--- config.mk ---
export PLATFORM = sky130hd
export DESIGN_NAME = video_fetch_arbiter
export DESIGN_NICKNAME = d
export VERILOG_FILES = /design/src/rtl/video_pkg.sv /design/src/rtl/video_fetch_arbiter.sv
export SDC_FILE = /design/constraint.sdc
export NUM_CORES = 1
export LEC_CHECK = 0
export BUFFER_PORTS_ARGS = -buffer_cell sky130_fd_sc_hd__buf_2
export CORE_ASPECT_RATIO = 0.8
export CORE_MARGIN = 2
export CORE_UTILIZATION = 23
export CTS_CLUSTER_SIZE = 28
export DETAILED_ROUTE_END_ITERATION = 16
export HOLD_SLACK_MARGIN = 0.03
export PLACE_DENSITY = 0.42
export SLEW_MARGIN = 20
export SYNTH_ARGS = -nofsm -noshare
export SYNTH_HDL_FRONTEND = slang
export SYNTH_SLANG_ARGS = --single-unit
--- constraint.sdc ---
create_clock -name clk -period 3.8 [get_ports clk]
set_input_delay 0.38 -clock clk [delete_from_list [all_inputs] [get_ports clk]]
set_output_delay 0.38 -clock clk [all_outputs]
set_load 0.01 [all_outputs]
--- src/rtl/video_pkg.sv ---
// rtl/video_pkg.sv - shared types and constants for the video fetch arbiter
package video_pkg;

  typedef enum logic [1:0] {
    ST_IDLE = 2'd0,
    ST_ADDR = 2'd1,
    ST_DATA = 2'd2
  } state_e;

  typedef enum logic {
    OWN_G = 1'b0,
    OWN_T = 1'b1
  } owner_e;

  localparam logic [1:0] AXI_BURST_INCR     = 2'b01;
  localparam int         MAX_CONSEC_DEFAULT = 4;

endpackage

--- src/rtl/video_fetch_arbiter.sv ---
// rtl/video_fetch_arbiter.sv - arbitrates graphic/text line fetches onto one AXI read port
// and steers returning beats into the owning line buffer.
module video_fetch_arbiter
  import video_pkg::*;
#(
  parameter int MAX_CONSEC = MAX_CONSEC_DEFAULT
) (
  input  logic        clk,
  input  logic        reset_n,
  input  logic        g_req_valid,
  output logic        g_req_ready,
  input  logic [31:0] g_req_addr,
  input  logic [7:0]  g_req_len,
  input  logic [9:0]  g_req_index,
  input  logic        t_req_valid,
  output logic        t_req_ready,
  input  logic [31:0] t_req_addr,
  input  logic [7:0]  t_req_len,
  input  logic [7:0]  t_req_index,
  output logic        axi_ar_valid,
  input  logic        axi_ar_ready,
  output logic [31:0] axi_ar_payload_addr,
  output logic [7:0]  axi_ar_payload_len,
  output logic [1:0]  axi_ar_payload_burst,
  input  logic        axi_r_valid,
  output logic        axi_r_ready,
  input  logic [31:0] axi_r_payload_data,
  input  logic        axi_r_payload_last,
  output logic        g_wr_en,
  output logic [9:0]  g_wr_index,
  output logic [31:0] g_wr_data,
  output logic        g_done,
  output logic        t_wr_en,
  output logic [7:0]  t_wr_index,
  output logic [31:0] t_wr_data,
  output logic        t_done,
  output logic        busy,
  output logic        err_len
);

  localparam logic [7:0] CONSEC_MAX = 8'(MAX_CONSEC);

  state_e      state_q;
  owner_e      owner_q;
  logic [7:0]  consec_q;
  logic [31:0] addr_q;
  logic [7:0]  len_q;
  logic [9:0]  index_q;
  logic [8:0]  beat_q;
  logic        ar_valid_q;
  logic        g_wr_en_q, t_wr_en_q, g_done_q, t_done_q;
  logic [9:0]  wr_index_q;
  logic [31:0] wr_data_q;
  logic        err_q;
  logic        grant_g, grant_t;

  // Graphic wins by default; text is forced through once graphic has had its streak.
  always_comb begin
    grant_g = 1'b0;
    grant_t = 1'b0;
    if (state_q == ST_IDLE) begin
      if (g_req_valid && !(t_req_valid && consec_q == CONSEC_MAX)) grant_g = 1'b1;
      else if (t_req_valid)                                         grant_t = 1'b1;
    end
  end

  always_ff @(posedge clk or negedge reset_n) begin
    if (!reset_n) begin
      state_q    <= ST_IDLE;
      owner_q    <= OWN_G;
      consec_q   <= '0;
      addr_q     <= '0;
      len_q      <= '0;
      index_q    <= '0;
      beat_q     <= '0;
      ar_valid_q <= 1'b0;
      g_wr_en_q  <= 1'b0;
      t_wr_en_q  <= 1'b0;
      g_done_q   <= 1'b0;
      t_done_q   <= 1'b0;
      wr_index_q <= '0;
      wr_data_q  <= '0;
      err_q      <= 1'b0;
    end else begin
      g_wr_en_q <= 1'b0;
      t_wr_en_q <= 1'b0;
      g_done_q  <= 1'b0;
      t_done_q  <= 1'b0;
      case (state_q)
        ST_IDLE: begin
          if (grant_g || grant_t) begin
            owner_q    <= grant_t ? OWN_T : OWN_G;
            addr_q     <= grant_t ? t_req_addr : g_req_addr;
            len_q      <= grant_t ? t_req_len : g_req_len;
            index_q    <= grant_t ? {2'b00, t_req_index} : g_req_index;
            consec_q   <= grant_t ? 8'd0 :
                          (consec_q == CONSEC_MAX) ? consec_q : consec_q + 8'd1;
            beat_q     <= '0;
            ar_valid_q <= 1'b1;
            state_q    <= ST_ADDR;
          end
        end
        ST_ADDR: begin
          if (axi_ar_ready) begin
            ar_valid_q <= 1'b0;
            state_q    <= ST_DATA;
          end
        end
        ST_DATA: begin
          if (axi_r_valid) begin
            g_wr_en_q  <= (owner_q == OWN_G);
            t_wr_en_q  <= (owner_q == OWN_T);
            wr_data_q  <= axi_r_payload_data;
            wr_index_q <= index_q + {1'b0, beat_q};
            if (beat_q != 9'h1FF) beat_q <= beat_q + 9'd1;
            // Only r_last ends the burst; a length mismatch is just flagged.
            if (axi_r_payload_last) begin
              g_done_q <= (owner_q == OWN_G);
              t_done_q <= (owner_q == OWN_T);
              state_q  <= ST_IDLE;
              if (beat_q != {1'b0, len_q}) err_q <= 1'b1;
            end else if (beat_q > {1'b0, len_q}) begin
              err_q <= 1'b1;
            end
          end
        end
        default: state_q <= ST_IDLE;
      endcase
    end
  end

  assign g_req_ready          = grant_g;
  assign t_req_ready          = grant_t;
  assign axi_ar_valid         = ar_valid_q;
  assign axi_ar_payload_addr  = addr_q;
  assign axi_ar_payload_len   = len_q;
  assign axi_ar_payload_burst = AXI_BURST_INCR;
  assign axi_r_ready          = (state_q == ST_DATA);
  assign g_wr_en              = g_wr_en_q;
  assign g_wr_index           = wr_index_q;
  assign g_wr_data            = wr_data_q;
  assign g_done               = g_done_q;
  assign t_wr_en              = t_wr_en_q;
  assign t_wr_index           = wr_index_q[7:0];
  assign t_wr_data            = wr_data_q;
  assign t_done               = t_done_q;
  assign busy                 = (state_q != ST_IDLE);
  assign err_len              = err_q;

endmodule
==> report_table.html, run 1 <==
<table>
<tr><th>Metric</th><th>Value</th></tr>
<tr><th colspan="2">Die</th></tr>
<tr><td>Die area</td><td>roughly 28,000 sq um</td></tr>
<tr><td>Area of the core</td><td>26,060 sq um</td></tr>
<tr><td>Starting density of the core</td><td>0.2316</td></tr>
<tr><td>Die outline height</td><td>between 100 and 150 um</td></tr>
<tr><td>Die W</td><td>around 190 um</td></tr>
<tr><td>Row count</td><td>53</td></tr>
<tr><td>I/O pin total</td><td>approximately 270</td></tr>
<tr><th colspan="2">Synthesis</th></tr>
<tr><td>Cell count after synthesis</td><td>roughly 630</td></tr>
<tr><td>Area fraction in compound gates after synthesis</td><td>0.2015</td></tr>
<tr><td>Total of flip-flops plus latches after synthesis</td><td>between 100 and 150</td></tr>
<tr><td>Arithmetic-cell share of the synthesized area counting full adders, half adders and majority gates</td><td>0.04686</td></tr>
<tr><td>Avg Synthesized Cell Area</td><td>~9.5 sq um</td></tr>
<tr><td>Most area-consuming cells after synthesis</td><td>sky130_fd_sc_hd__dfrtp_1 (49%), sky130_fd_sc_hd__nand2_1 (9.5%), sky130_fd_sc_hd__buf_4 (5.2%), sky130_fd_sc_hd__a22o_1 (4.6%), sky130_fd_sc_hd__a21o_1 (4.4%)</td></tr>
<tr><td>Async SR Flop Fraction</td><td>1.000</td></tr>
<tr><td>Primary FF master, synth</td><td>sky130_fd_sc_hd__dfrtp_1</td></tr>
<tr><td>Simple-gate portion of the synthesized area</td><td>0.1729</td></tr>
<tr><td>Largest family of logic cells by synthesized area</td><td>compound AO/OA/AOI/OAI gates</td></tr>
<tr><td>Share of cell area taken by muxes after synthesis</td><td>0.001659</td></tr>
<tr><td>Syn Std Cell Area</td><td>between 6000 and 7000 sq um</td></tr>
<tr><td>Number of library cell types mapped by synthesis</td><td>56</td></tr>
<tr><td>Part of the Yosys area used for sequential elements</td><td>0.4893</td></tr>
<tr><td>Cell type with the largest total area after synthesis</td><td>sky130_fd_sc_hd__dfrtp_1</td></tr>
<tr><td>Fraction of post-synthesis cell area in the top cell type by area</td><td>0.4893</td></tr>
<tr><td>Post-Synth XOR/XNOR Area</td><td>0.001451</td></tr>
<tr><td>Number of enable flip-flop cells after synthesis</td><td>0</td></tr>
<tr><td>Count of warnings emitted by yosys</td><td>0</td></tr>
<tr><td>Post-synthesis net count</td><td>roughly 790</td></tr>
<tr><th colspan="2">Final layout</th></tr>
<tr><td>Number of inserted diodes</td><td>0</td></tr>
<tr><td>Post-Layout Cell Count</td><td>1,226</td></tr>
<tr><td>Number of nets in the layout</td><td>approximately 1,000</td></tr>
<tr><td>Layout cell share with drive strength beyond 1</td><td>0.3636</td></tr>
<tr><td>Most used cells in the layout excluding fill and tap cells</td><td>sky130_fd_sc_hd__buf_2 (267), sky130_fd_sc_hd__nand2_1 (153), sky130_fd_sc_hd__dfrtp_1 (118)</td></tr>
<tr><td>Non-Filler Cell Area, Final</td><td>a little over 8000 sq um</td></tr>
<tr><td>Most frequent standard cell in the layout excluding fill and tap cells</td><td>sky130_fd_sc_hd__buf_2</td></tr>
<tr><td>Synthesis-to-finish area growth</td><td>33.96%</td></tr>
<tr><th colspan="2">Pwr</th></tr>
<tr><td>Power density over the cells</td><td>804.7 nW/um^2</td></tr>
<tr><td>Net switching power figure</td><td>roughly 0.0025 W</td></tr>
<tr><td>Maximum VDD drop</td><td>approximately 300 uV</td></tr>
<tr><td>Clock share of power</td><td>0.254</td></tr>
<tr><td>Share of power burned in combinational logic</td><td>0.411</td></tr>
<tr><td>Cell-internal power</td><td>~0.004 W</td></tr>
<tr><td>Net switching share of the total power</td><td>0.3832</td></tr>
<tr><td>Static leakage</td><td>approximately 4.4 nW</td></tr>
<tr><td>Fraction of power consumed by sequential logic</td><td>0.334</td></tr>
<tr><th colspan="2">Setup path</th></tr>
<tr><td>Critical path class</td><td>flip-flop to output pin</td></tr>
<tr><td>CP Data Arrival Time</td><td>around 2.6 ns</td></tr>
<tr><td>Endpoint kind of the worst setup timing path</td><td>output pin</td></tr>
<tr><td>Critical path peak fanout</td><td>39</td></tr>
<tr><td>Number of buffer and inverter stages on the critical path</td><td>2</td></tr>
<tr><td>RR Endpoint</td><td>beat_q[7]</td></tr>
<tr><td>Register-to-Register Path Depth</td><td>9</td></tr>
<tr><td>FF-to-FF setup slack</td><td>roughly 1.3 ns</td></tr>
<tr><td>Required time of the critical path</td><td>3.42 ns</td></tr>
<tr><td>Delay of the slowest cell on the worst path</td><td>roughly 0.74 ns</td></tr>
<tr><td>Cell-by-cell listing of the critical path</td><td>inv_1, ha_1, or4b_1, o311a_2, buf_2</td></tr>
<tr><td>Worst setup SP type</td><td>flip-flop</td></tr>
<tr><td>Slowest cell on the critical path</td><td>sky130_fd_sc_hd__o311a_2</td></tr>
<tr><td>Family with the most delay on the worst path</td><td>compound AO/OA/AOI/OAI gates</td></tr>
<tr><td>Startpoint of the most critical register-to-register path</td><td>beat_q[1]</td></tr>
<tr><th colspan="2">Routing</th></tr>
<tr><td>Via density</td><td>4.342</td></tr>
<tr><td>DRC violations left</td><td>0</td></tr>
<tr><td>Number of iterations in the first detailed-routing pass</td><td>4</td></tr>
<tr><td>Total number of vias</td><td>between 5,000 and 6,000</td></tr>
<tr><td>Routed wire per std cell</td><td>approximately 15 um</td></tr>
<tr><td>Antenna Nets Post-Route</td><td>0</td></tr>
<tr><td>Routed WL</td><td>between 15,000 and 20,000 um</td></tr>
<tr><td>Starting DRT DRC Count</td><td>around 260</td></tr>
<tr><th colspan="2">STA</th></tr>
<tr><td>Timing-limited maximum frequency</td><td>340.3 MHz</td></tr>
<tr><td>Number of setup violations in the final report</td><td>0</td></tr>
<tr><td>Final critical delay including setup and external delays</td><td>2.939 ns</td></tr>
<tr><td>Accumulated negative setup slack</td><td>0 ns</td></tr>
<tr><td>Slew @ Worst Pin</td><td>approximately 1 ns</td></tr>
<tr><td>Post-route fraction of the period consumed by the critical path</td><td>0.7733</td></tr>
<tr><td>Final max-slew violation count</td><td>0</td></tr>
<tr><td>Unrepaired setup endpoints after global routing</td><td>no</td></tr>
<tr><td>Max-slew headroom at the worst pin</td><td>0.3365</td></tr>
<tr><td>Clock Skew</td><td>between 0.01 and 0.015 ns</td></tr>
<tr><td>Hold violation total from the final report</td><td>0</td></tr>
<tr><th colspan="2">Global routing</th></tr>
<tr><td>Grt total ovfl</td><td>0</td></tr>
<tr><td>Initial antenna violation count</td><td>1</td></tr>
<tr><td>Number of global-route vias before repair</td><td>just over 5,000</td></tr>
<tr><td>Wire length of the first global-routing pass</td><td>28,720 um</td></tr>
<tr><td>Pin count of the biggest net entering global routing</td><td>90</td></tr>
<tr><td>Global-route met3 utilization</td><td>0.04688</td></tr>
<tr><td>Layer carrying the most global-route usage</td><td>met2</td></tr>
<tr><td>GRT Overall Usage</td><td>0.1373</td></tr>
<tr><td>Met1 Resource Use GR</td><td>0.1914</td></tr>
<tr><td>Met2 global-route usage</td><td>0.2022</td></tr>
<tr><th colspan="2">CTS</th></tr>
<tr><td>CTS tree</td><td>built</td></tr>
<tr><td>Root Driver</td><td>sky130_fd_sc_hd__clkbuf_16</td></tr>
<tr><td>Post-CTS resize count</td><td>0</td></tr>
<tr><td>Number of clock sinks seen by CTS</td><td>118</td></tr>
<tr><td>Setup repair bufs after CTS</td><td>0</td></tr>
<tr><td>Clock insertion delay at the later pin of the skew report</td><td>0.42 ns</td></tr>
<tr><td>Hold bufs inserted after CTS</td><td>0</td></tr>
<tr><td>Clock-pin transition on the worst setup and hold timing paths</td><td>0.06 ns</td></tr>
<tr><td>Clock buffer depth</td><td>2</td></tr>
<tr><td>H-tree lvl count</td><td>4</td></tr>
<tr><td>CTS Buf Count</td><td>17</td></tr>
<tr><th colspan="2">Placement</th></tr>
<tr><td>Instance area after placement</td><td>about 7500 sq um</td></tr>
<tr><td>Last weighted congestion value of the routability-driven placer</td><td>between 0.7 and 0.8</td></tr>
<tr><td>Post-detailed-placement half-perimeter wirelength</td><td>between 10,000 and 15,000 um</td></tr>
<tr><td>Total placed cells including tap cells</td><td>1,195</td></tr>
<tr><td>Number of port buffers</td><td>~270</td></tr>
<tr><th colspan="2">Status</th></tr>
<tr><td>Status</td><td>finished clean</td></tr>
<tr><th colspan="2">Flow run</th></tr>
<tr><td>Max_cap viols</td><td>0</td></tr>
<tr><th colspan="2">Hold path</th></tr>
<tr><td>Worst Hold Class</td><td>primary input to asynchronous set/reset pin</td></tr>
</table>
[kinds of logic (layout without fill, tap and decap cells)]
| group | after synthesis | in the layout |
|---|---|---|
| AND/OR/NAND/NOR | 236 | 236 |
| AO/OA/AOI/OAI | 164 | 164 |
| flip-flops | 118 | 118 |
| buffers and inverters | 90 | 325 |
| adder cells (fa/ha/maj) | 22 | 22 |
| other | 2 | 2 |
| XOR/XNOR | 1 | 1 |
| multiplexers | 1 | 1 |
[final cells by class]
cell class	count	area [sq um]
repair buffers	277	1428
clock buffers	23	508.0
fillers	2783	17980
well taps	357	446.7
multi-input cells	426	2590
flip-flops and latches	118	2953
clock inverters	8	95.09
inverters	17	63.81
[worst max path at each step]
stage / start / endpoint / slack (ns) / depth (start not counted)
2_1_floorplan: beat_q[1] / beat_q[7] / 1.60 / 10
3_3_place_gp: consec_q[0] / g_req_ready / 1.29 / 5
3_5_place_dp: consec_q[0] / g_req_ready / 1.28 / 5
4_1_cts: consec_q[0] / g_req_ready / 0.82 / 5
5_1_grt: consec_q[0] / g_req_ready / 0.73 / 5
6_report: consec_q[0] / g_req_ready / 0.86 / 5
[through the flow]
step           power [W]    util  worst slack (ns)  hold WS, ns
2_1_floorplan   0.004007       -             1.597      0.08441
3_3_place_gp    0.004928  0.2871             1.295       0.4732
3_5_place_dp    0.004916  0.2871             1.284       0.4773
4_1_cts         0.006643  0.3102            0.8194      0.08433
5_1_grt         0.007056  0.3102            0.7269       0.1011
6_report        0.006505  0.3102            0.8615      0.03457
[power by group through the flow]
stage | Sequential, W | Combinational [W] | Clock, W
5_1_grt | 0.00226 | 0.00302 | 0.00178
6_report | 0.00217 | 0.00268 | 0.00165
4_1_cts | 0.00219 | 0.00273 | 0.00173
2_1_floorplan | 0.00234 | 0.00167 | 0
3_5_place_dp | 0.00220 | 0.00272 | 0
3_3_place_gp | 0.00220 | 0.00272 | 0
[state kept, by name (all words and copies together), names as in the netlist]
signal	cells
axi_ar_payload_addr	32
g_wr_data	32
g_wr_index	10
index_q	10
beat_q	9
axi_ar_payload_len	8
consec_q	8
state_q	2
axi_ar_valid	1
err_len	1
g_done	1
g_wr_en	1
owner_q	1
t_done	1
t_wr_en	1
[synth_stat cells, drive strengths merged, types with 3 or more instances]
cell / number
nand2: 153
dfrtp: 118
buf: 47
a21o: 35
a22o: 32
clkbuf: 26
o21ai: 26
nand3: 23
ha: 21
nor2: 21
inv: 17
o211ai: 17
a21oi: 12
and3: 6
a221o: 5
o21a: 5
o31ai: 5
a211oi: 4
nand2b: 4
nand3b: 4
or4: 4
and2: 3
nor3b: 3
or3: 3
[metal layers]
layer  part of all wire  wire, um  up-vias
met4             0.0079       150        2
li1                   -         -     2633
met5            0.00069        13        -
met3              0.074      1405       11
met2               0.43      8232      194
met1               0.48      9142     2483
(Power assumes the default switching activity.)
==> inputs of run 2 (changes only) <==
--- a/config.mk
+++ b/config.mk
@@ -5,6 +5,7 @@
 export SDC_FILE = /design/constraint.sdc
 export NUM_CORES = 1
 export LEC_CHECK = 0
+export ABC_AREA = 1
 export BUFFER_PORTS_ARGS = -buffer_cell sky130_fd_sc_hd__buf_2
 export CORE_ASPECT_RATIO = 0.8
 export CORE_MARGIN = 2
@@ -12,7 +13,7 @@
 export CTS_CLUSTER_SIZE = 28
 export DETAILED_ROUTE_END_ITERATION = 16
 export HOLD_SLACK_MARGIN = 0.03
-export PLACE_DENSITY = 0.42
+export PLACE_DENSITY = 0.41
 export SLEW_MARGIN = 20
 export SYNTH_ARGS = -nofsm -noshare
 export SYNTH_HDL_FRONTEND = slang
==> constraint.sdc (replaced) <==
create_clock -name clk -period 2.74 [get_ports clk]
set_input_delay 0.274 -clock clk [delete_from_list [all_inputs] [get_ports clk]]
set_output_delay 0.274 -clock clk [all_outputs]
set_load 0.01 [all_outputs]
==> report_table.html, run 2 <==
<table>
<tr><th>Metric</th><th>Value</th></tr>
<tr><th colspan="2">Global routing</th></tr>
<tr><td>Initial antenna violation count</td><td>0</td></tr>
<tr><td>Number of global-route vias before repair</td><td>about 5,800</td></tr>
<tr><td>GRT Overall Usage</td><td>0.1416</td></tr>
<tr><td>Grt total ovfl</td><td>0</td></tr>
<tr><td>Wire length of the first global-routing pass</td><td>about 32,000 um</td></tr>
<tr><td>Pin count of the biggest net entering global routing</td><td>between 50 and 60</td></tr>
<tr><th colspan="2">Synthesis</th></tr>
<tr><td>Largest family of logic cells by synthesized area</td><td>simple AND/OR/NAND/NOR gates</td></tr>
<tr><td>Part of the Yosys area used for sequential elements</td><td>0.4580</td></tr>
<tr><td>Area fraction in compound gates after synthesis</td><td>0.03532</td></tr>
<tr><td>Most area-consuming cells after synthesis</td><td>sky130_fd_sc_hd__dfrtp_1 (46%), sky130_fd_sc_hd__nand2_1 (18%), sky130_fd_sc_hd__nand3_1 (9.2%), sky130_fd_sc_hd__buf_4 (5.1%), sky130_fd_sc_hd__ha_1 (4.1%)</td></tr>
<tr><td>Primary FF master, synth</td><td>sky130_fd_sc_hd__dfrtp_1</td></tr>
<tr><td>Number of enable flip-flop cells after synthesis</td><td>0</td></tr>
<tr><td>Count of warnings emitted by yosys</td><td>0</td></tr>
<tr><td>Post-synthesis net count</td><td>974</td></tr>
<tr><td>Most common cell in the synthesized netlist</td><td>sky130_fd_sc_hd__nand2_1</td></tr>
<tr><td>Fraction of post-synthesis cell area in the top cell type by area</td><td>0.4580</td></tr>
<tr><td>Avg Synthesized Cell Area</td><td>roughly 8 sq um</td></tr>
<tr><td>Cell type with the largest total area after synthesis</td><td>sky130_fd_sc_hd__dfrtp_1</td></tr>
<tr><td>Share of cell area taken by muxes after synthesis</td><td>0</td></tr>
<tr><td>Total of flip-flops plus latches after synthesis</td><td>~120</td></tr>
<tr><td>Syn Std Cell Area</td><td>6447 sq um</td></tr>
<tr><td>Top cells by count, synth</td><td>sky130_fd_sc_hd__nand2_1 (302), sky130_fd_sc_hd__nand3_1 (119), sky130_fd_sc_hd__dfrtp_1 (118)</td></tr>
<tr><td>Async SR Flop Fraction</td><td>1.000</td></tr>
<tr><td>Simple-gate portion of the synthesized area</td><td>0.3293</td></tr>
<tr><td>Arithmetic-cell share of the synthesized area counting full adders, half adders and majority gates</td><td>0.04386</td></tr>
<tr><td>Cell count after synthesis</td><td>815</td></tr>
<tr><td>Number of library cell types mapped by synthesis</td><td>34</td></tr>
<tr><td>Post-Synth XOR/XNOR Area</td><td>0.009509</td></tr>
<tr><th colspan="2">Status</th></tr>
<tr><td>Status</td><td>finished clean</td></tr>
<tr><th colspan="2">CTS</th></tr>
<tr><td>H-tree lvl count</td><td>4</td></tr>
<tr><td>Number of clock sinks seen by CTS</td><td>between 100 and 150</td></tr>
<tr><td>Clock buffer depth</td><td>2</td></tr>
<tr><td>CTS Buf Count</td><td>17</td></tr>
<tr><td>Post-CTS resize count</td><td>0</td></tr>
<tr><td>Clock insertion delay at the later pin of the skew report</td><td>between 0.4 and 0.5 ns</td></tr>
<tr><td>Root Driver</td><td>sky130_fd_sc_hd__clkbuf_16</td></tr>
<tr><td>CTS tree</td><td>built</td></tr>
<tr><td>Clock-pin transition on the worst setup and hold timing paths</td><td>around 0.06 ns</td></tr>
<tr><th colspan="2">Final layout</th></tr>
<tr><td>Number of nets in the layout</td><td>around 1,200</td></tr>
<tr><td>Synthesis-to-finish area growth</td><td>30.93%</td></tr>
<tr><td>Number of inserted diodes</td><td>0</td></tr>
<tr><td>Non-Filler Cell Area, Final</td><td>8442 sq um</td></tr>
<tr><td>Post-Layout Cell Count</td><td>between 1,000 and 1,500</td></tr>
<tr><td>Most used cells in the layout excluding fill and tap cells</td><td>sky130_fd_sc_hd__nand2_1 (302), sky130_fd_sc_hd__buf_2 (267), sky130_fd_sc_hd__nand3_1 (119)</td></tr>
<tr><td>Layout cell share with drive strength beyond 1</td><td>0.3147</td></tr>
<tr><td>Most frequent standard cell in the layout excluding fill and tap cells</td><td>sky130_fd_sc_hd__nand2_1</td></tr>
<tr><th colspan="2">STA</th></tr>
<tr><td>Final critical delay including setup and external delays</td><td>around 2.4 ns</td></tr>
<tr><td>Final max-slew violation count</td><td>0</td></tr>
<tr><td>Number of setup violations in the final report</td><td>0</td></tr>
<tr><td>Worst hold slack after final layout</td><td>approximately 0.048 ns</td></tr>
<tr><td>Hold violation total from the final report</td><td>0</td></tr>
<tr><td>Timing-limited maximum frequency</td><td>about 420 MHz</td></tr>
<tr><td>Worst Setup Slack, final</td><td>roughly 0.36 ns</td></tr>
<tr><td>Max-slew headroom at the worst pin</td><td>0.4210</td></tr>
<tr><td>Unrepaired setup endpoints after global routing</td><td>no</td></tr>
<tr><td>Post-route fraction of the period consumed by the critical path</td><td>0.8701</td></tr>
<tr><td>Slew @ Worst Pin</td><td>between 0.8 and 0.9 ns</td></tr>
<tr><td>Accumulated negative setup slack</td><td>0 ns</td></tr>
<tr><td>Clock Skew</td><td>between 0.02 and 0.025 ns</td></tr>
<tr><th colspan="2">Setup path</th></tr>
<tr><td>Launch point of the worst path</td><td>state_q[1]</td></tr>
<tr><td>Critical path class</td><td>flip-flop to output pin</td></tr>
<tr><td>CP Data Arrival Time</td><td>2.11 ns</td></tr>
<tr><td>Worst setup SP type</td><td>flip-flop</td></tr>
<tr><td>Endpoint kind of the worst setup timing path</td><td>output pin</td></tr>
<tr><td>Startpoint of the most critical register-to-register path</td><td>beat_q[1]</td></tr>
<tr><td>Required time of the critical path</td><td>2.47 ns</td></tr>
<tr><td>Critical path peak fanout</td><td>11</td></tr>
<tr><th colspan="2">Die</th></tr>
<tr><td>Die outline height</td><td>153.8 um</td></tr>
<tr><td>Area of the core</td><td>~27,000 sq um</td></tr>
<tr><td>Starting density of the core</td><td>0.2350</td></tr>
<tr><td>Die W</td><td>~190 um</td></tr>
<tr><td>I/O pin total</td><td>~270</td></tr>
<tr><td>Die area</td><td>29,400 sq um</td></tr>
<tr><td>Row count</td><td>between 50 and 60</td></tr>
<tr><th colspan="2">Routing</th></tr>
<tr><td>Routed WL</td><td>about 20,000 um</td></tr>
<tr><td>Total number of vias</td><td>between 5,000 and 6,000</td></tr>
<tr><td>Antenna Nets Post-Route</td><td>0</td></tr>
<tr><td>Number of iterations in the first detailed-routing pass</td><td>4</td></tr>
<tr><td>DRC violations left</td><td>0</td></tr>
<tr><td>Routed wire per std cell</td><td>about 14 um</td></tr>
<tr><td>Via density</td><td>~4.2</td></tr>
<tr><td>Starting DRT DRC Count</td><td>~180</td></tr>
<tr><th colspan="2">Pwr</th></tr>
<tr><td>Maximum VDD drop</td><td>about 480 uV</td></tr>
<tr><td>Static leakage</td><td>approximately 4.7 nW</td></tr>
<tr><td>Power density over the cells</td><td>between 1000 and 1500 nW/um^2</td></tr>
<tr><th colspan="2">Placement</th></tr>
<tr><td>Instance area after placement</td><td>around 7800 sq um</td></tr>
<tr><td>Post-detailed-placement half-perimeter wirelength</td><td>about 15,000 um</td></tr>
<tr><td>Last weighted congestion value of the routability-driven placer</td><td>~0.80</td></tr>
<tr><td>Number of port buffers</td><td>268</td></tr>
<tr><td>Dpl ws</td><td>0.6012 ns</td></tr>
<tr><td>Total placed cells including tap cells</td><td>between 1,000 and 1,500</td></tr>
<tr><th colspan="2">Hold path</th></tr>
<tr><td>Hold wc startpoint</td><td>axi_r_payload_data[12]</td></tr>
<tr><td>Worst Hold Class</td><td>primary input to flip-flop</td></tr>
<tr><th colspan="2">Flow run</th></tr>
<tr><td>Max_cap viols</td><td>0</td></tr>
</table>
run 2: what timing repair did:
item	CTS	global route
hold endpoints to repair	47	0
hold buffers	4	0
buffers inserted	0	0
run 2: worst paths after layout:
path	end	slack, ns	cells after the start
max	t_req_ready	0.36	4
min	g_wr_data[12]	0.05	3
max reg2reg	beat_q[7]	0.60	11
min reg2reg	g_wr_en	0.46	1
max in group asynchronous	beat_q[5]	1.71	3
min in group asynchronous	axi_ar_payload_len[7]	0.36	2
run 2: metal layers:
metal	routed length, um	GRT usage
met5	0	0
met1	9931	0.1942
met2	8705	0.2108
met3	1711	0.04885
met4	133	0.03883
run 2: cell families after synthesis:
group	count (synthesis)
simple gates	489
buf+inv	141
flops	118
compound gates	36
fa+ha+maj	22
xor+xnor	7
other cells	2
run 2: final cells by class:
cell class	count	area [sq um]
Fill cell	3056	18990
Sequential cell	118	2953
Multi-Input combinational cell	556	2710
Timing Repair Buffer	283	1495
Tap cell	364	455.4
Clock buffer	17	425.4
Inverter	66	247.7
Clock inverter	15	155.1
run 2: through the flow:
stage                 util  total power [W]
CTS                 0.3077         0.009274
detailed placement  0.2851         0.006950
floorplan                -         0.005631
global route        0.3077         0.009880
global placement    0.2851         0.006963
finish              0.3077         0.009094
run 2: power breakdown:
part | total (W) | internal (W) | switching [W] | leakage, nW
combinational | 0.00381 | 0.00145 | 0.00236 | 2.96
clock | 0.00225 | 0.00128 | 0.000965 | 0.281
sequential | 0.00303 | 0.00248 | 0.000558 | 1.48
run 2: worst max-delay path, cell delays in order, from the launching register on:
cell	delay [ns]
sky130_fd_sc_hd__dfrtp_1	0.45
sky130_fd_sc_hd__nor2_4	0.22
sky130_fd_sc_hd__nand2_1	0.33
sky130_fd_sc_hd__a21oi_4	0.47
sky130_fd_sc_hd__buf_2	0.22
==> inputs of run 3 (changes only) <==
--- a/config.mk
+++ b/config.mk
@@ -10,10 +10,12 @@
 export CORE_ASPECT_RATIO = 0.8
 export CORE_MARGIN = 2
 export CORE_UTILIZATION = 23
+export CTS_BUF_LIST = sky130_fd_sc_hd__clkbuf_4
 export CTS_CLUSTER_SIZE = 28
 export DETAILED_ROUTE_END_ITERATION = 16
 export HOLD_SLACK_MARGIN = 0.03
 export PLACE_DENSITY = 0.41
+export RECOVER_POWER = 50
 export SLEW_MARGIN = 20
 export SYNTH_ARGS = -nofsm -noshare
 export SYNTH_HDL_FRONTEND = slang
==> report_table.html, run 3 (same netlist as run 2, synthesis figures left out) <==
<table>
<tr><th>Metric</th><th>Value</th></tr>
<tr><th colspan="2">Status</th></tr>
<tr><td>Status</td><td>finished clean</td></tr>
<tr><th colspan="2">CTS</th></tr>
<tr><td>CTS Buf Count</td><td>17</td></tr>
<tr><td>Clock insertion delay at the later pin of the skew report</td><td>between 0.5 and 0.6 ns</td></tr>
<tr><td>Clock-pin transition on the worst setup and hold timing paths</td><td>0.13 ns</td></tr>
<tr><td>Number of clock sinks seen by CTS</td><td>118</td></tr>
<tr><td>Clock buffer depth</td><td>2</td></tr>
<tr><td>Root Driver</td><td>sky130_fd_sc_hd__clkbuf_4</td></tr>
<tr><td>H-tree lvl count</td><td>4</td></tr>
<tr><td>CTS tree</td><td>built</td></tr>
<tr><th colspan="2">STA</th></tr>
<tr><td>Post-route fraction of the period consumed by the critical path</td><td>0.9389</td></tr>
<tr><td>Timing-limited maximum frequency</td><td>388.7 MHz</td></tr>
<tr><td>Clock Skew</td><td>roughly 0.031 ns</td></tr>
<tr><td>Accumulated negative setup slack</td><td>0 ns</td></tr>
<tr><td>Final max-slew violation count</td><td>0</td></tr>
<tr><td>Slew @ Worst Pin</td><td>about 1.3 ns</td></tr>
<tr><td>Final critical delay including setup and external delays</td><td>around 2.6 ns</td></tr>
<tr><td>Worst hold slack after final layout</td><td>between 0.09 and 0.1 ns</td></tr>
<tr><td>Hold violation total from the final report</td><td>0</td></tr>
<tr><td>Max-slew headroom at the worst pin</td><td>0.1655</td></tr>
<tr><td>Unrepaired setup endpoints after global routing</td><td>no</td></tr>
<tr><td>Number of setup violations in the final report</td><td>0</td></tr>
<tr><th colspan="2">Die</th></tr>
<tr><td>Die W</td><td>191.2 um</td></tr>
<tr><td>Starting density of the core</td><td>0.2350</td></tr>
<tr><td>Die area</td><td>slightly below 30,000 sq um</td></tr>
<tr><td>Row count</td><td>54</td></tr>
<tr><td>I/O pin total</td><td>between 200 and 300</td></tr>
<tr><td>Die outline height</td><td>roughly 150 um</td></tr>
<tr><td>Area of the core</td><td>approximately 27,000 sq um</td></tr>
<tr><th colspan="2">Global routing</th></tr>
<tr><td>Wire length of the first global-routing pass</td><td>33,930 um</td></tr>
<tr><td>Grt total ovfl</td><td>0</td></tr>
<tr><td>Initial antenna violation count</td><td>1</td></tr>
<tr><td>Number of global-route vias before repair</td><td>~6,400</td></tr>
<tr><td>Pin count of the biggest net entering global routing</td><td>54</td></tr>
<tr><td>GRT Overall Usage</td><td>0.1467</td></tr>
<tr><th colspan="2">Flow run</th></tr>
<tr><td>Max_cap viols</td><td>0</td></tr>
<tr><th colspan="2">Setup path</th></tr>
<tr><td>Required time of the critical path</td><td>approximately 3.2 ns</td></tr>
<tr><td>Worst setup SP type</td><td>flip-flop</td></tr>
<tr><td>Endpoint kind of the worst setup timing path</td><td>flip-flop</td></tr>
<tr><td>Worst path most repeated cell</td><td>sky130_fd_sc_hd__nand2_1</td></tr>
<tr><td>Cell-by-cell listing of the critical path</td><td>nor2_4, nand2_1, inv_1, nand2_8, nand2_1, nand3_1, dlygate4sd3_1, nand2_1</td></tr>
<tr><td>Number of buffer and inverter stages on the critical path</td><td>2</td></tr>
<tr><td>Critical path class</td><td>flip-flop to flip-flop</td></tr>
<tr><td>FF-to-FF setup slack</td><td>0.17 ns</td></tr>
<tr><td>Startpoint of the most critical register-to-register path</td><td>state_q[1]</td></tr>
<tr><td>CP Data Arrival Time</td><td>just over 3 ns</td></tr>
<tr><td>Family with the most delay on the worst path</td><td>simple AND/OR/NAND/NOR gates</td></tr>
<tr><td>Delay of the slowest cell on the worst path</td><td>0.60 ns</td></tr>
<tr><td>Slowest cell on the critical path</td><td>sky130_fd_sc_hd__dlygate4sd3_1</td></tr>
<tr><td>Critical path peak fanout</td><td>between 50 and 60</td></tr>
<tr><td>Launch point of the worst path</td><td>state_q[1]</td></tr>
<tr><th colspan="2">Placement</th></tr>
<tr><td>Post-detailed-placement half-perimeter wirelength</td><td>15,020 um</td></tr>
<tr><td>Last weighted congestion value of the routability-driven placer</td><td>0.8023</td></tr>
<tr><td>Number of port buffers</td><td>between 200 and 300</td></tr>
<tr><td>Instance area after placement</td><td>between 7000 and 8000 sq um</td></tr>
<tr><th colspan="2">Hold path</th></tr>
<tr><td>Hold wc startpoint</td><td>t_req_len[1]</td></tr>
<tr><td>Worst Hold Class</td><td>primary input to flip-flop</td></tr>
<tr><th colspan="2">Final layout</th></tr>
<tr><td>Number of nets in the layout</td><td>1,331</td></tr>
<tr><td>Layout cell share with drive strength beyond 1</td><td>0.2253</td></tr>
<tr><td>Most frequent standard cell in the layout excluding fill and tap cells</td><td>sky130_fd_sc_hd__nand2_1</td></tr>
<tr><td>Most used cells in the layout excluding fill and tap cells</td><td>sky130_fd_sc_hd__nand2_1 (302), sky130_fd_sc_hd__buf_2 (202), sky130_fd_sc_hd__dlygate4sd3_1 (132)</td></tr>
<tr><td>Non-Filler Cell Area, Final</td><td>between 9000 and 10,000 sq um</td></tr>
<tr><td>Synthesis-to-finish area growth</td><td>44.89%</td></tr>
<tr><th colspan="2">Routing</th></tr>
<tr><td>Number of iterations in the first detailed-routing pass</td><td>6</td></tr>
<tr><td>Routed WL</td><td>roughly 21,000 um</td></tr>
<tr><td>Via density</td><td>4.182</td></tr>
<tr><td>Total number of vias</td><td>around 6,500</td></tr>
<tr><td>DRC violations left</td><td>0</td></tr>
<tr><td>Starting DRT DRC Count</td><td>about 250</td></tr>
<tr><td>Antenna Nets Post-Route</td><td>0</td></tr>
<tr><td>Routed wire per std cell</td><td>between 10 and 15 um</td></tr>
<tr><th colspan="2">Pwr</th></tr>
<tr><td>Maximum VDD drop</td><td>~330 uV</td></tr>
<tr><td>Static leakage</td><td>slightly below 5 nW</td></tr>
<tr><td>Power density over the cells</td><td>around 940 nW/um^2</td></tr>
</table>
-- run 3: where the power goes --
part	internal, W	switching [W]
Sequential	0.00247	0.000580
Clock	0.000487	0.000843
Combinational	0.00191	0.00249
-- run 3: layout make-up --
| cell class | instances | area (sq um) |
|---|---|---|
| Clock inverter | 15 | 155.1 |
| Fill cell | 3054 | 18090 |
| Timing Repair Buffer | 413 | 2681 |
| Tap cell | 364 | 455.4 |
| Multi-Input combinational cell | 556 | 2719 |
| Antenna cell | 1 | 2.502 |
| Inverter | 66 | 247.7 |
| Sequential cell | 118 | 2953 |
| Clock buffer | 17 | 127.6 |
-- run 3: through the flow --
step	util	setup slack, ns	cells	power (W)
floorplan	-	0.8507	815	0.005631
global placement	0.2851	0.6142	1383	0.006963
detailed placement	0.2851	0.6012	1383	0.006950
global route	0.3405	0.03386	1550	0.009576
CTS	0.3436	0.1069	1547	0.008988
finish	0.3405	0.1675	1550	0.008771
-- run 3: worst min-delay path: stages --
cell,delay [ns]
sky130_fd_sc_hd__buf_2,0.09
sky130_fd_sc_hd__nand3b_1,0.11
sky130_fd_sc_hd__nand3_1,0.07
sky130_fd_sc_hd__nand2_1,0.06
-- run 3: metal layers --
| metal | wire (um) | GRT usage | vias to the layer above |
|---|---|---|---|
| met3 | 1642 | 0.04360 | 14 |
| li1 | - | - | 3263 |
| met2 | 9312 | 0.2315 | 210 |
| met4 | 208 | 0.03443 | 0 |
| met5 | 0 | 0 | - |
| met1 | 10210 | 0.1970 | 2995 |
-- run 3: timing repair --
action,in CTS,in global routing
endpoints found under the hold margin,152,0
setup buffers,0,2
gates resized for setup,0,1
endpoints found under the setup margin,0,48
hold buffers,132,0
-- run 3: final timing paths --
path,cells past startpoint,end
max,8,axi_ar_payload_addr[8]
max reg2reg,8,axi_ar_payload_addr[8]
min in group asynchronous,2,axi_ar_payload_len[7]
min reg2reg,1,g_wr_en
min,4,axi_ar_payload_len[1]
max in group asynchronous,3,g_wr_data[12]
